$ cat config.mk
export PLATFORM = sky130hd
export DESIGN_NAME = stream_arbiter_flat
export DESIGN_NICKNAME = d
export VERILOG_FILES = /design/src/rtl/stream_pkg.sv /design/src/rtl/stream_arbiter_if.sv /design/src/rtl/stream_arbiter_rr_pick.sv /design/src/rtl/stream_arbiter.sv /design/src/flat_wrapper.sv
export SDC_FILE = /design/constraint.sdc
export NUM_CORES = 1
export LEC_CHECK = 0
export BUFFER_PORTS_ARGS = -buffer_cell sky130_fd_sc_hd__buf_4
export CAP_MARGIN = 20
export CORE_MARGIN = 2
export CORE_UTILIZATION = 42
export DETAILED_ROUTE_END_ITERATION = 10
export PLACE_DENSITY = 0.8
export REMOVE_ABC_BUFFERS = 1
export SLEW_MARGIN = 40
export SYNTH_ARGS = -nofsm -noshare
export SYNTH_HDL_FRONTEND = slang
export SYNTH_SLANG_ARGS = --single-unit
$ cat constraint.sdc
create_clock -name clk -period 2.6 [get_ports clk]
set_clock_uncertainty 0.15 [all_clocks]
set_input_delay 0 -clock clk [delete_from_list [all_inputs] [get_ports clk]]
set_output_delay 0 -clock clk [all_outputs]
set_load 0.01 [all_outputs]
$ cat src/rtl/stream_pkg.sv
`default_nettype none
// ============================================================================
// Module  : stream_pkg
// Brief   : Shared types and constants for the stream arbiter slice.
// Revision: 1.0
// ============================================================================
package stream_pkg;

  localparam int                      STREAM_WIDTH = 32;
  localparam logic [STREAM_WIDTH-1:0] EOP_DEFAULT  = 32'h0000_000A;

  typedef enum logic [1:0] {
    IDLE   = 2'd0,
    ACCEPT = 2'd1,
    SEND   = 2'd2,
    HOLD   = 2'd3
  } arb_state_e;

endpackage
`default_nettype wire

$ cat src/rtl/stream_arbiter_if.sv
`default_nettype none
// ============================================================================
// Module  : stream_arbiter_if
// Brief   : N requester streams in, one merged stb/ack stream out.
// Revision: 1.0
// ============================================================================
interface stream_arbiter_if #(
  parameter int N_INPUTS = 4,
  parameter int WIDTH    = stream_pkg::STREAM_WIDTH
);

  logic [N_INPUTS*WIDTH-1:0] input_in;
  logic [N_INPUTS-1:0]       input_in_stb;
  logic [N_INPUTS-1:0]       input_in_ack;
  logic [WIDTH-1:0]          output_out;
  logic                      output_out_stb;
  logic                      output_out_ack;
  logic [N_INPUTS-1:0]       grant;
  logic                      exception;

  // The arbiter itself sits on the slave side.
  modport slave (
    input  input_in, input_in_stb, output_out_ack,
    output input_in_ack, output_out, output_out_stb, grant, exception
  );

  modport master (
    output input_in, input_in_stb, output_out_ack,
    input  input_in_ack, output_out, output_out_stb, grant, exception
  );

endinterface
`default_nettype wire

$ cat src/rtl/stream_arbiter_rr_pick.sv
`default_nettype none
// ============================================================================
// Module  : rr_pick
// Brief   : Rotating priority encoder; first set request at or after ptr.
// Revision: 1.0
// ============================================================================
module rr_pick #(
  parameter int N = 4
) (
  input  logic [N-1:0]         req,
  input  logic [$clog2(N)-1:0] ptr,
  output logic [N-1:0]         gnt,
  output logic                 valid
);

  localparam int PW = $clog2(N);

  logic [PW-1:0] idx;

  always_comb begin
    gnt   = '0;
    valid = 1'b0;
    idx   = '0;
    for (int k = 0; k < N; k++) begin
      idx = PW'((int'(ptr) + k) % N);
      if (!valid && req[idx]) begin
        gnt[idx] = 1'b1;
        valid    = 1'b1;
      end
    end
  end

endmodule
`default_nettype wire

$ cat src/rtl/stream_arbiter.sv
`default_nettype none
// ============================================================================
// Module  : stream_arbiter
// Brief   : Round-robin stream arbiter with one-word buffer and packet lock.
// Revision: 1.0
// ============================================================================
module stream_arbiter
  import stream_pkg::*;
#(
  parameter int               N_INPUTS  = 4,
  parameter int               WIDTH     = STREAM_WIDTH,
  parameter int               LOCK      = 1,
  parameter logic [WIDTH-1:0] EOP_VALUE = WIDTH'(EOP_DEFAULT),
  parameter int               TIMEOUT   = 1024
) (
  input  logic             clk,
  input  logic             rst,
  stream_arbiter_if.slave  bus
);

  localparam int            PW         = $clog2(N_INPUTS);
  localparam int            TW         = $clog2(TIMEOUT + 1);
  localparam logic [PW-1:0] LAST_IDX   = PW'(N_INPUTS - 1);
  localparam logic [TW-1:0] TIMER_LAST = TW'(TIMEOUT - 1);

  arb_state_e          state_q, state_d;
  logic [PW-1:0]       ptr_q, ptr_d;
  logic [PW-1:0]       owner_q, owner_d;
  logic [PW-1:0]       next_ptr, pick_idx;
  logic [TW-1:0]       timer_q, timer_d;
  logic [N_INPUTS-1:0] grant_q, grant_d;
  logic [N_INPUTS-1:0] ack_q, ack_d;
  logic [N_INPUTS-1:0] pick_gnt;
  logic                pick_valid;
  logic                stb_q, stb_d;
  logic                exc_q, exc_d;
  logic [WIDTH-1:0]    data_q, data_d;
  logic [WIDTH-1:0]    in_words [N_INPUTS];

  generate
    for (genvar i = 0; i < N_INPUTS; i++) begin : g_unpack
      assign in_words[i] = bus.input_in[i*WIDTH +: WIDTH];
    end
  endgenerate

  rr_pick #(.N(N_INPUTS)) u_pick (
    .req   (bus.input_in_stb),
    .ptr   (ptr_q),
    .gnt   (pick_gnt),
    .valid (pick_valid)
  );

  always_comb begin
    pick_idx = '0;
    for (int i = 0; i < N_INPUTS; i++) begin
      if (pick_gnt[i]) pick_idx = PW'(i);
    end
  end

  // Releasing always moves priority past the owner so it cannot be re-granted first.
  assign next_ptr = (owner_q == LAST_IDX) ? '0 : owner_q + PW'(1);

  always_comb begin
    state_d = state_q;
    ptr_d   = ptr_q;
    owner_d = owner_q;
    timer_d = timer_q;
    grant_d = grant_q;
    ack_d   = '0;
    stb_d   = stb_q;
    data_d  = data_q;
    exc_d   = exc_q;
    unique case (state_q)
      IDLE: begin
        if (pick_valid) begin
          grant_d = pick_gnt;
          owner_d = pick_idx;
          ack_d   = pick_gnt;
          state_d = ACCEPT;
        end
      end
      ACCEPT: begin
        data_d  = in_words[owner_q];
        stb_d   = 1'b1;
        state_d = SEND;
      end
      SEND: begin
        if (bus.output_out_ack) begin
          stb_d = 1'b0;
          if (LOCK == 0 || data_q == EOP_VALUE) begin
            state_d = IDLE;
            ptr_d   = next_ptr;
            grant_d = '0;
          end else begin
            state_d = HOLD;
            timer_d = '0;
          end
        end
      end
      HOLD: begin
        if (bus.input_in_stb[owner_q]) begin
          ack_d   = grant_q;
          state_d = ACCEPT;
        end else if (timer_q == TIMER_LAST) begin
          state_d = IDLE;
          ptr_d   = next_ptr;
          grant_d = '0;
          timer_d = '0;
          exc_d   = 1'b1;
        end else begin
          timer_d = timer_q + TW'(1);
        end
      end
    endcase
  end

  always_ff @(posedge clk) begin
    if (rst) begin
      state_q <= IDLE;
      ptr_q   <= '0;
      owner_q <= '0;
      timer_q <= '0;
      grant_q <= '0;
      ack_q   <= '0;
      stb_q   <= 1'b0;
      data_q  <= '0;
      exc_q   <= 1'b0;
    end else begin
      state_q <= state_d;
      ptr_q   <= ptr_d;
      owner_q <= owner_d;
      timer_q <= timer_d;
      grant_q <= grant_d;
      ack_q   <= ack_d;
      stb_q   <= stb_d;
      data_q  <= data_d;
      exc_q   <= exc_d;
    end
  end

  assign bus.input_in_ack   = ack_q;
  assign bus.output_out     = data_q;
  assign bus.output_out_stb = stb_q;
  assign bus.grant          = grant_q;
  assign bus.exception      = exc_q;

endmodule
`default_nettype wire

$ cat src/flat_wrapper.sv
// flat-port wrapper written by rule: the top's interface ports become plain ports
module stream_arbiter_flat import stream_pkg::*;
#(
  parameter int               N_INPUTS  = 4,
  parameter int               WIDTH     = STREAM_WIDTH,
  parameter int               LOCK      = 1,
  parameter logic [WIDTH-1:0] EOP_VALUE = WIDTH'(EOP_DEFAULT),
  parameter int               TIMEOUT   = 1024
)
  (clk, rst, bus_input_in, bus_input_in_stb, bus_output_out_ack, bus_input_in_ack, bus_output_out, bus_output_out_stb, bus_grant, bus_exception);
  stream_arbiter_if #(.N_INPUTS(N_INPUTS), .WIDTH(WIDTH)) bus_i ();
  input  logic clk;
  input  logic rst;
  input wire logic [$bits(bus_i.input_in)-1:0] bus_input_in;
  input wire logic [$bits(bus_i.input_in_stb)-1:0] bus_input_in_stb;
  input wire logic [$bits(bus_i.output_out_ack)-1:0] bus_output_out_ack;
  output wire logic [$bits(bus_i.input_in_ack)-1:0] bus_input_in_ack;
  output wire logic [$bits(bus_i.output_out)-1:0] bus_output_out;
  output wire logic [$bits(bus_i.output_out_stb)-1:0] bus_output_out_stb;
  output wire logic [$bits(bus_i.grant)-1:0] bus_grant;
  output wire logic [$bits(bus_i.exception)-1:0] bus_exception;
  assign bus_i.input_in = bus_input_in;
  assign bus_i.input_in_stb = bus_input_in_stb;
  assign bus_i.output_out_ack = bus_output_out_ack;
  assign bus_input_in_ack = bus_i.input_in_ack;
  assign bus_output_out = bus_i.output_out;
  assign bus_output_out_stb = bus_i.output_out_stb;
  assign bus_grant = bus_i.grant;
  assign bus_exception = bus_i.exception;
  stream_arbiter #(.N_INPUTS(N_INPUTS), .WIDTH(WIDTH), .LOCK(LOCK), .EOP_VALUE(EOP_VALUE), .TIMEOUT(TIMEOUT)) u_core (.clk(clk), .rst(rst), .bus(bus_i));
endmodule
==> results by group <==
Run status
  – Outcome: complete, but fails checks
  – Failing checks: negative hold slack

Global route
  – Initial antenna violation count: 0
  – Vias in the first global route: 4108
  – Grt total ovfl: 0
  – Global-route usage over all layers: 26.29%
  – First-pass GRT wire length: 19960 um
  – Largest net degree at the start of global routing: between 50 and 60

Pwr
  – Sequential power share: 25.6%
  – Pwr Total: 0.005409 W
  – Sw power: 0.002032 W
  – Sw Share: 37.56%
  – Gate power share: slightly below 60%
  – Int Power: around 0.0034 W
  – Peak supply drop: 0.4375 mV
  – Clock share of power: 15.3%
  – Leakage power: 2.489 nW
  – PD cells: 923.8 nW/um2

Worst setup path
  – Critical path class: reg2reg
  – Worst Path Max Fanout: 5
  – RR Startpoint: u_core.ptr_q[0]
  – Crit path largest cell delay: 0.46 ns
  – R2R depth: 8
  – CP Data Required Time: 2.71 ns
  – Worst EP arrival: 2.64 ns
  – Crit Reg-Reg Endpoint: u_core.bus.grant[3]
  – CP Cell Sequence: inv_1, ha_4, or3b_2, a211oi_2, a311o_1, a32oi_1, or4_1, a21oi_1
  – Worst Setup End Kind: flip-flop
  – CP startpoint kind: flip-flop
  – CP max stage cell: or3b_2
  – R2R setup slack: between 0.06 and 0.07 ns

Logic synthesis
  – Syn Std Cell Area: 3626 um2
  – Yosys top cell by area: dfxtp_1
  – Synthesized area per cell: 10.39 um2
  – Synth Area in XOR/XNOR: 0%
  – Synth cell types: 49
  – Mux contribution to synthesized area: 31.75%
  – FFs w/ async S/R, synth: 0%
  – Count leader, synth: dfxtp_1
  – Post-Syn Instances: ~350
  – Sequential fraction of the synthesis area: 32.57%
  – Compound-Gate Fraction of Synth Area: between 10% and 20%
  – Largest family of logic cells by synthesized area: multiplexers
  – Synth area leaders: dfxtp_1 (33%), mux4_2 (22%), mux2i_1 (9.4%)
  – FF+latch count, synth: 59
  – Post-Synth Simple-Gate Area: 16.15%
  – Most frequent cells after synthesis: dfxtp_1 (59), nor2_1 (49), mux4_2 (36)
  – Post-synth EDFFs: 0
  – Adder-Cell Fraction of Synth Area: 4.141%
  – Top FF cell, synth: dfxtp_1
  – Share of Yosys cell area claimed by the top area cell type: ~33%
  – Ys Warns: 0

Finish
  – Fin cells: 692
  – Area Overhead vs Synth: 61.49%
  – Antenna cell count: 0
  – Layout cell share with drive strength beyond 1: 44.46%
  – Multi-input gate area: 2352 um2
  – Fin nets: between 700 and 800
  – Storage element area: between 1000 and 1500 um2
  – Final-layout fill cell count: 553
  – Layout Utilization: 70.56%

Route
  – Per-cell routed wire length: 17.97 um
  – Met1 wire length: 4317 um
  – Routed vias: 3945
  – Metal2 WL: 6734 um
  – Antenna Nets Post-Route: 0
  – DR iter-0 viols: 181
  – Drt drc: 0
  – Final WL: 12440 um
  – First drt pass iteration count: 5
  – Top sig layer: met4
  – Met3 WL: about 900 um
  – Vias per Instance: ~5.7

Clock tree
  – H-tree depth: 3
  – Clock sink count: 59
  – CTS Root Cell: clkbuf_8
  – Clock-pin transition on the worst setup and hold timing paths: about 0.07 ns
  – TritonCTS clock tree: yes
  – Max Root-Sink Buffers: 2
  – TritonCTS Buffers: 9
  – Clock Latency Late Sink: 0.34 ns

Timing
  – Hold WS: -0.002961 ns
  – Relative slew slack: between 50% and 60%
  – Max-slew violations: 0
  – Worst-margin pin slew: between 0.6 and 0.7 ns
  – Final period utilization: 97.34%
  – Setup ws final: 0.06917 ns
  – Min Tclk post-route: 2.531 ns
  – Fmax: 395.1 MHz
  – Hold Fails Final Rpt: 2
  – Final setup viols: 0

Die
  – Initial Utilization: 43.69%
  – Die span in y: 96.92 um
  – Die Footprint: between 9000 and 10000 um2
  – Die W: 96.92 um
  – Core Footprint: 8299 um2
  – Boundary pin count: 177
  – FP Rows: 33

Flow run
  – Max_cap viols: 0

Hold path
  – Worst hold start: bus_input_in[123]
  – Hold path cells: 4
  – Tightest Hold Check Type: in2reg
  – Worst Hold End: u_core.bus.output_out[27]

Placement
  – Hpwl dp: approximately 8400 um
  – Pre-CTS setup slack: 0.07555 ns
  – Port Buffers: 176
  – Placed cells: 626
  – GP Congestion: 0.8743
## per-layer routing
layer,GRT usage (%),vias up
met3,6.575,43
met1,28.02,1902
met2,48.18,193
li1,-,1807
met4,12.57,0
met5,0,-
## cell type report
| class | count | area share [%] |
|---|---|---|
| multi-input cells | 260 | 40.17 |
| repair buffers | 245 | 33.61 |
| flip-flops and latches | 59 | 20.19 |
| clock buffers | 10 | 2.350 |
| well taps | 105 | 2.244 |
| clock inverters | 5 | 0.9188 |
| inverters | 8 | 0.5128 |
## cell usage in the layout (no fill, tap or decap), types with 2 or more instances in the layout
cell	count
a221o_1	3
nand3_1	7
nor4b_1	2
nand2_1	16
a311oi_1	5
or4b_2	2
or4_1	2
dfxtp_1	58
o31ai_1	2
dlygate4sd3_1	50
clkinv_2	3
o21ai_0	14
nand3b_1	2
or3_1	3
nand2b_1	4
a21oi_1	19
a22oi_1	2
inv_1	7
nor3_1	7
nand4_1	2
a31oi_1	3
nor2b_1	2
mux4_2	36
clkbuf_8	10
nor2_1	49
mux2i_1	34
nand4b_1	2
and4_1	2
buf_4	194
ha_1	10
nor4_1	7
## timing repair
item | CTS | global route
resized for setup | 0 | 6
buffers inserted | 0 | 1
hold buffers | 50 | 0
endpoints found under the setup margin | 0 | 32
endpoints found under the hold margin | 27 | 0
## registers in the layout, indices dropped and copies added (netlist names)
signal                     cells
u_core.bus.output_out_stb      1
u_core.bus.output_out         32
u_core.owner_q                 2
u_core.state_q                 2
u_core.bus.exception           1
u_core.bus.grant               4
u_core.timer_q                11
u_core.bus.input_in_ack        4
u_core.ptr_q                   2
## cell families (layout without fill, tap and decap cells)
logic type	Yosys count	in the layout
buffers and inverters	30	268
DFF	59	59
and+or+nand+nor	115	115
AOI/OAI and AO/OA	63	63
muxes	70	70
adders and majority gates	12	12
## power groups by stage
stage | Sequential (W) | Clock [W] | Combinational, W
floorplan | 0.00162 | 0 | 0.00157
global placement | 0.00138 | 0 | 0.00273
detailed placement | 0.00139 | 0 | 0.00281
CTS | 0.00138 | 0.000823 | 0.00311
global route | 0.00142 | 0.000868 | 0.00344
finish | 0.00139 | 0.000827 | 0.00320
## metrics by stage
| step | instance area, um2 | setup TNS, ns |
|---|---|---|
| 2_1_floorplan | 3536 | -13.37 |
| 3_5_place_dp | 5127 | 0 |
| 3_3_place_gp | 5127 | 0 |
| 6_report | 5856 | 0 |
| 5_1_grt | 5856 | -0.04468 |
| 4_1_cts | 5819 | 0 |
## worst max-delay path by stage
stage	from	endpoint	slack, ns	cells after the start
after floorplan	u_core.owner_q[0]	u_core.bus.grant[2]	-1.04	5
after detailed placement	u_core.ptr_q[1]	u_core.bus.grant[2]	0.08	8
after global routing	u_core.ptr_q[0]	u_core.bus.grant[3]	-0.03	8
final	u_core.ptr_q[0]	u_core.bus.grant[3]	0.07	8
after global placement	u_core.ptr_q[0]	u_core.bus.grant[3]	0.14	8
after CTS	u_core.ptr_q[1]	u_core.bus.grant[2]	0.01	8
## worst max-delay path: cells and delay by family (launching register included)
kind / cells / cell delay [ns]
AOI/OAI and AO/OA: 4 / 0.78
adders and majority gates: 1 / 0.26
buffers and inverters: 1 / 0.08
DFF: 1 / 0.33
and+or+nand+nor: 2 / 0.86
No activity file was read; power rests on OpenSTA's default activity.
